**config.mk**
```make
export PLATFORM = sky130hd
export DESIGN_NAME = pattern_serializer
export DESIGN_NICKNAME = d
export VERILOG_FILES = /design/src/rtl/pattern_serializer.sv
export SDC_FILE = /design/constraint.sdc
export NUM_CORES = 1
export LEC_CHECK = 0
export BUFFER_PORTS_ARGS = -buffer_cell sky130_fd_sc_hd__buf_2
export CELL_PAD_IN_SITES_DETAIL_PLACEMENT = 1
export CELL_PAD_IN_SITES_GLOBAL_PLACEMENT = 1
export CORE_UTILIZATION = 40
export DETAILED_ROUTE_END_ITERATION = 10
export GPL_ROUTABILITY_DRIVEN = 0
export PLACE_DENSITY = 0.84
export SLEW_MARGIN = 40
export SYNTH_ARGS = -nofsm -noshare
export SYNTH_HDL_FRONTEND = slang
export SYNTH_SLANG_ARGS = --single-unit
export TNS_END_PERCENT = 10
```
**constraint.sdc**
```tcl
create_clock -name flux -period 2.6 [get_ports flux]
set_input_delay 0.26 -clock flux [delete_from_list [all_inputs] [get_ports flux]]
set_output_delay 0.26 -clock flux [all_outputs]
set_load 0.1 [all_outputs]
```
**src/rtl/pattern_serializer.sv**
```systemverilog
// pattern_serializer: loads a word through valid/ready and shifts it out one bit per clock toward the sequence detector
module pattern_serializer #(
    parameter int WIDTH     = 8,
    parameter bit MSB_FIRST = 1
) (
    input  logic                       flux,
    input  logic                       reset,
    input  logic [WIDTH-1:0]           load_data,
    input  logic                       load_valid,
    output logic                       load_ready,
    input  logic                       stall,
    output logic                       ser_out,
    output logic                       ser_valid,
    output logic [$clog2(WIDTH+1)-1:0] bits_left,
    output logic                       done
);
    localparam int BW = $clog2(WIDTH+1);
    typedef enum logic [1:0] {IDLE, SHIFT, DONE} state_t;
    state_t state, state_n;
    logic [WIDTH-1:0] sreg, sreg_n;
    logic [BW-1:0] cnt, cnt_n;
    logic accept;
    assign load_ready = state != SHIFT;
    assign accept     = load_valid && load_ready;
    assign ser_valid  = state == SHIFT;
    assign done       = state == DONE;
    assign bits_left  = cnt;
    // the shifter zero-fills, so the output bit is already 0 once the word is drained
    assign ser_out    = ser_valid && (MSB_FIRST ? sreg[WIDTH-1] : sreg[0]);
    always_comb begin
        state_n = state;
        sreg_n  = sreg;
        cnt_n   = cnt;
        if (state == SHIFT) begin
            if (!stall) begin
                sreg_n  = MSB_FIRST ? sreg << 1 : sreg >> 1;
                cnt_n   = cnt - BW'(1);
                state_n = cnt == BW'(1) ? DONE : SHIFT;
            end
        end else if (accept) begin
            sreg_n  = load_data;
            cnt_n   = BW'(WIDTH);
            state_n = SHIFT;
        end else if (state == DONE) begin
            state_n = IDLE;
        end
    end
    always_ff @(posedge flux) begin
        if (!reset) begin
            state <= IDLE;
            sreg  <= '0;
            cnt   <= '0;
        end else begin
            state <= state_n;
            sreg  <= sreg_n;
            cnt   <= cnt_n;
        end
    end
endmodule
```
==> impl_metrics.ini <==
[worst_setup_path]
cp.arrival_ns = 1.97
crit_type = reg -> out
crit_family = adder cells
startpoint = state[1]$_SDFFE_PN0P_
rr_endpoint = bits_left[3]$_SDFFE_PN0P_
worst-path-stages = 4
worstSetupEndpoint = ser_out
worst-path-buf-inv = 2
reg2reg_depth = 5
cp-start-kind = register
r2r_slack_ns = 0.60
worstPathCellList = inv_1, ha_1, and2_1, buf_2
required_ns = 2.34
slowest_delay_ns = 0.66
worst-path-max-fanout = 20
rr_startpoint = state[1]$_SDFFE_PN0P_
endpoint_kind = output pin
crit_slowest_cell = ha_1

[die]
ios = 20
core_region_area_mm2 = 0.00175
die_area_mm2 = 0.00206
rows = 15
die_h_um = 45.4
die_w_um = 45.4
start_util_pct = 43.2

[detailed_routing]
drt-total-wl_um = 1780
first_pass_iters = 4
drc = 0
wl_per_cell_um = 14.1
vias = 680
dr.first_iter.drc_count = 11
viasPerCell = 5.40
drtAntennaViolNets = 0

[finish]
diodes = 0
multiInputGateArea_um2 = 414
syn2layout_area_growth_pct = 17.1
seq_area_um2 = 280
drive_gt1_share_pct = 24.8
fillerInstances = 217
final_area_um2 = 883
final_net_count = 118

[global_routing]
grt_pass1_wl_um = 2930
grt_overflow = 0
track_usage_pct = 19.9
grt_start_max_net_pins = 21
antenna_found_initial = 0
grt_pass1_vias = 630

[pwr]
switchingPower_w = 0.000207
p_seq_share_pct = 43.2
vdd_drop_max_v = 0.000430
p_sw_share_pct = 36.2
p_leak_nw = 0.362
pwr-share-comb_pct = 28.7
intPower_w = 0.000366
power.density_mw_per_mm2 = 648
p_clk_share_pct = 28.1

[timing]
rsz0062_at_grt = no
setup_viol = 0
worst_pin_slew_ns = 0.789
fin_tns_setup_ns = 0
slew_violations = 0
fin_skew_ns = 0.00183
period_needed_ns = 2.23
fmax_mhz = 449
hold_viol = 0
post-route-period-util_pct = 85.6
relSlewSlack_pct = 47.4

[clocking]
insertion_delay_ns = 0.28
cts_resized = 0
cts_sinks = 14
cts_buffers = 3
holdBufCountCts = 0
htreeDepth = 1
clk_pin_slew_ns = 0.09
cts_buffer_depth = 2
cts_root_buffer = clkbuf_4
cts_tree = built
cts_setup_buffers = 0

[logic_synthesis]
yosysUniqueCellTypes = 27
synth_edf_count = 0
yosysWarningCount = 0
synth-async-reset-ratio_pct = 0
ys_seq_area_share_pct = 37.1
synthTopCellsByCount = dfxtp_1 (14), a21oi_1 (11), a211oi_1 (7), inv_1 (7), mux2i_1 (7)
ys_ff_latch = 14
synth_top_area_cell = dfxtp_1
synthCells = 82
post-synth-top-count-cell = dfxtp_1
synth_flop_cell = dfxtp_1
synth_area_um2 = 754
yosysTopAreaCellShare_pct = 37.1
synth.avg_cell_area_um2 = 9.20
synthTopCellsByArea = dfxtp_1 (37%), mux2i_1 (9.3%), a21oi_1 (7.3%), a211oi_1 (7.0%), ha_1 (6.6%)
syn_nets = 98

[run_status]
status = complete, no violations

[placement]
hpwl_um = 1260
portBuffers = 19
dpl_cell_area_um2 = 847

[flow_run]
drv_cap = 0

[worst_hold_path]
hold_path_class = in -> reg
routing by layer:
metal | up-vias | wire length (um) | GRT usage [%]
met4 | 0 | 36 | 10.9
met3 | 5 | 52 | 2.38
met5 | - | 0 | 0
li1 | 338 | - | -
met2 | 15 | 868 | 32.6
met1 | 322 | 825 | 25.2
layout by cell type, fill, tap and decap left out, drive strengths merged, types with 4 or more instances in the layout:
| master | synthesis | routed |
|---|---|---|
| a211oi | 7 | 7 |
| a21oi | 11 | 11 |
| buf | 3 | 19 |
| clkbuf | 1 | 4 |
| dfxtp | 14 | 14 |
| ha | 4 | 4 |
| inv | 7 | 7 |
| mux2i | 7 | 7 |
| o21ai | 4 | 4 |
metrics by stage:
stage / hold slack (ns) / utilization (%) / cells / setup slack [ns] / total power [W]
after detailed placement: 0.482 / 48.5 / 122 / 0.633 / 0.000416
after CTS: 0.201 / 50.6 / 126 / 0.359 / 0.000574
final: 0.205 / 50.6 / 126 / 0.375 / 0.000573
after global placement: 0.487 / 48.5 / 122 / 0.681 / 0.000411
after global routing: 0.206 / 50.6 / 126 / 0.277 / 0.000597
after floorplan: 0.388 / - / 82 / 0.0191 / 0.000386
area by class of cell:
cell class | count | area share (%)
Timing Repair Buffer | 19 | 10.8
Inverter | 7 | 2.97
Multi-Input combinational cell | 57 | 46.9
Tap cell | 25 | 3.54
Clock buffer | 4 | 4.11
Sequential cell | 14 | 31.7
flip-flops by register name, indices dropped and copies added, names as in the netlist:
| signal | count |
|---|---|
| sreg | 8 |
| state | 2 |
| bits_left | 4 |
cell families (layout without fill, tap and decap cells):
| logic type | count (synthesis) | count (layout) | share of synthesized area (%) |
|---|---|---|---|
| buffers and inverters | 11 | 30 | 7.96 |
| AO/OA/AOI/OAI | 29 | 29 | 25.9 |
| multiplexers | 7 | 7 | 9.29 |
| AND/OR/NAND/NOR | 17 | 17 | 13.1 |
| adder cells (fa/ha/maj) | 4 | 4 | 6.63 |
| flip-flops | 14 | 14 | 37.1 |
power by group through the flow:
stage	logic, W	registers, W	clock network (W)
6_report	0.000164	0.000248	0.000161
2_1_floorplan	0.000105	0.000282	0
5_1_grt	0.000176	0.000250	0.000171
3_5_place_dp	0.000164	0.000252	0
3_3_place_gp	0.000160	0.000251	0
4_1_cts	0.000165	0.000247	0.000162
worst min path at each step:
stage | startpoint | endpoint | slack (ns) | cells past startpoint
after floorplan | reset | state[0]$_SDFFE_PN0P_ | 0.39 | 1
after global placement | sreg[0]$_SDFFE_PN0P_ | sreg[0]$_SDFFE_PN0P_ | 0.49 | 2
after detailed placement | sreg[0]$_SDFFE_PN0P_ | sreg[0]$_SDFFE_PN0P_ | 0.48 | 2
after CTS | reset | state[0]$_SDFFE_PN0P_ | 0.20 | 2
after global routing | reset | state[0]$_SDFFE_PN0P_ | 0.21 | 2
final | reset | state[0]$_SDFFE_PN0P_ | 0.20 | 2
Power figures use the tool's default switching activity.
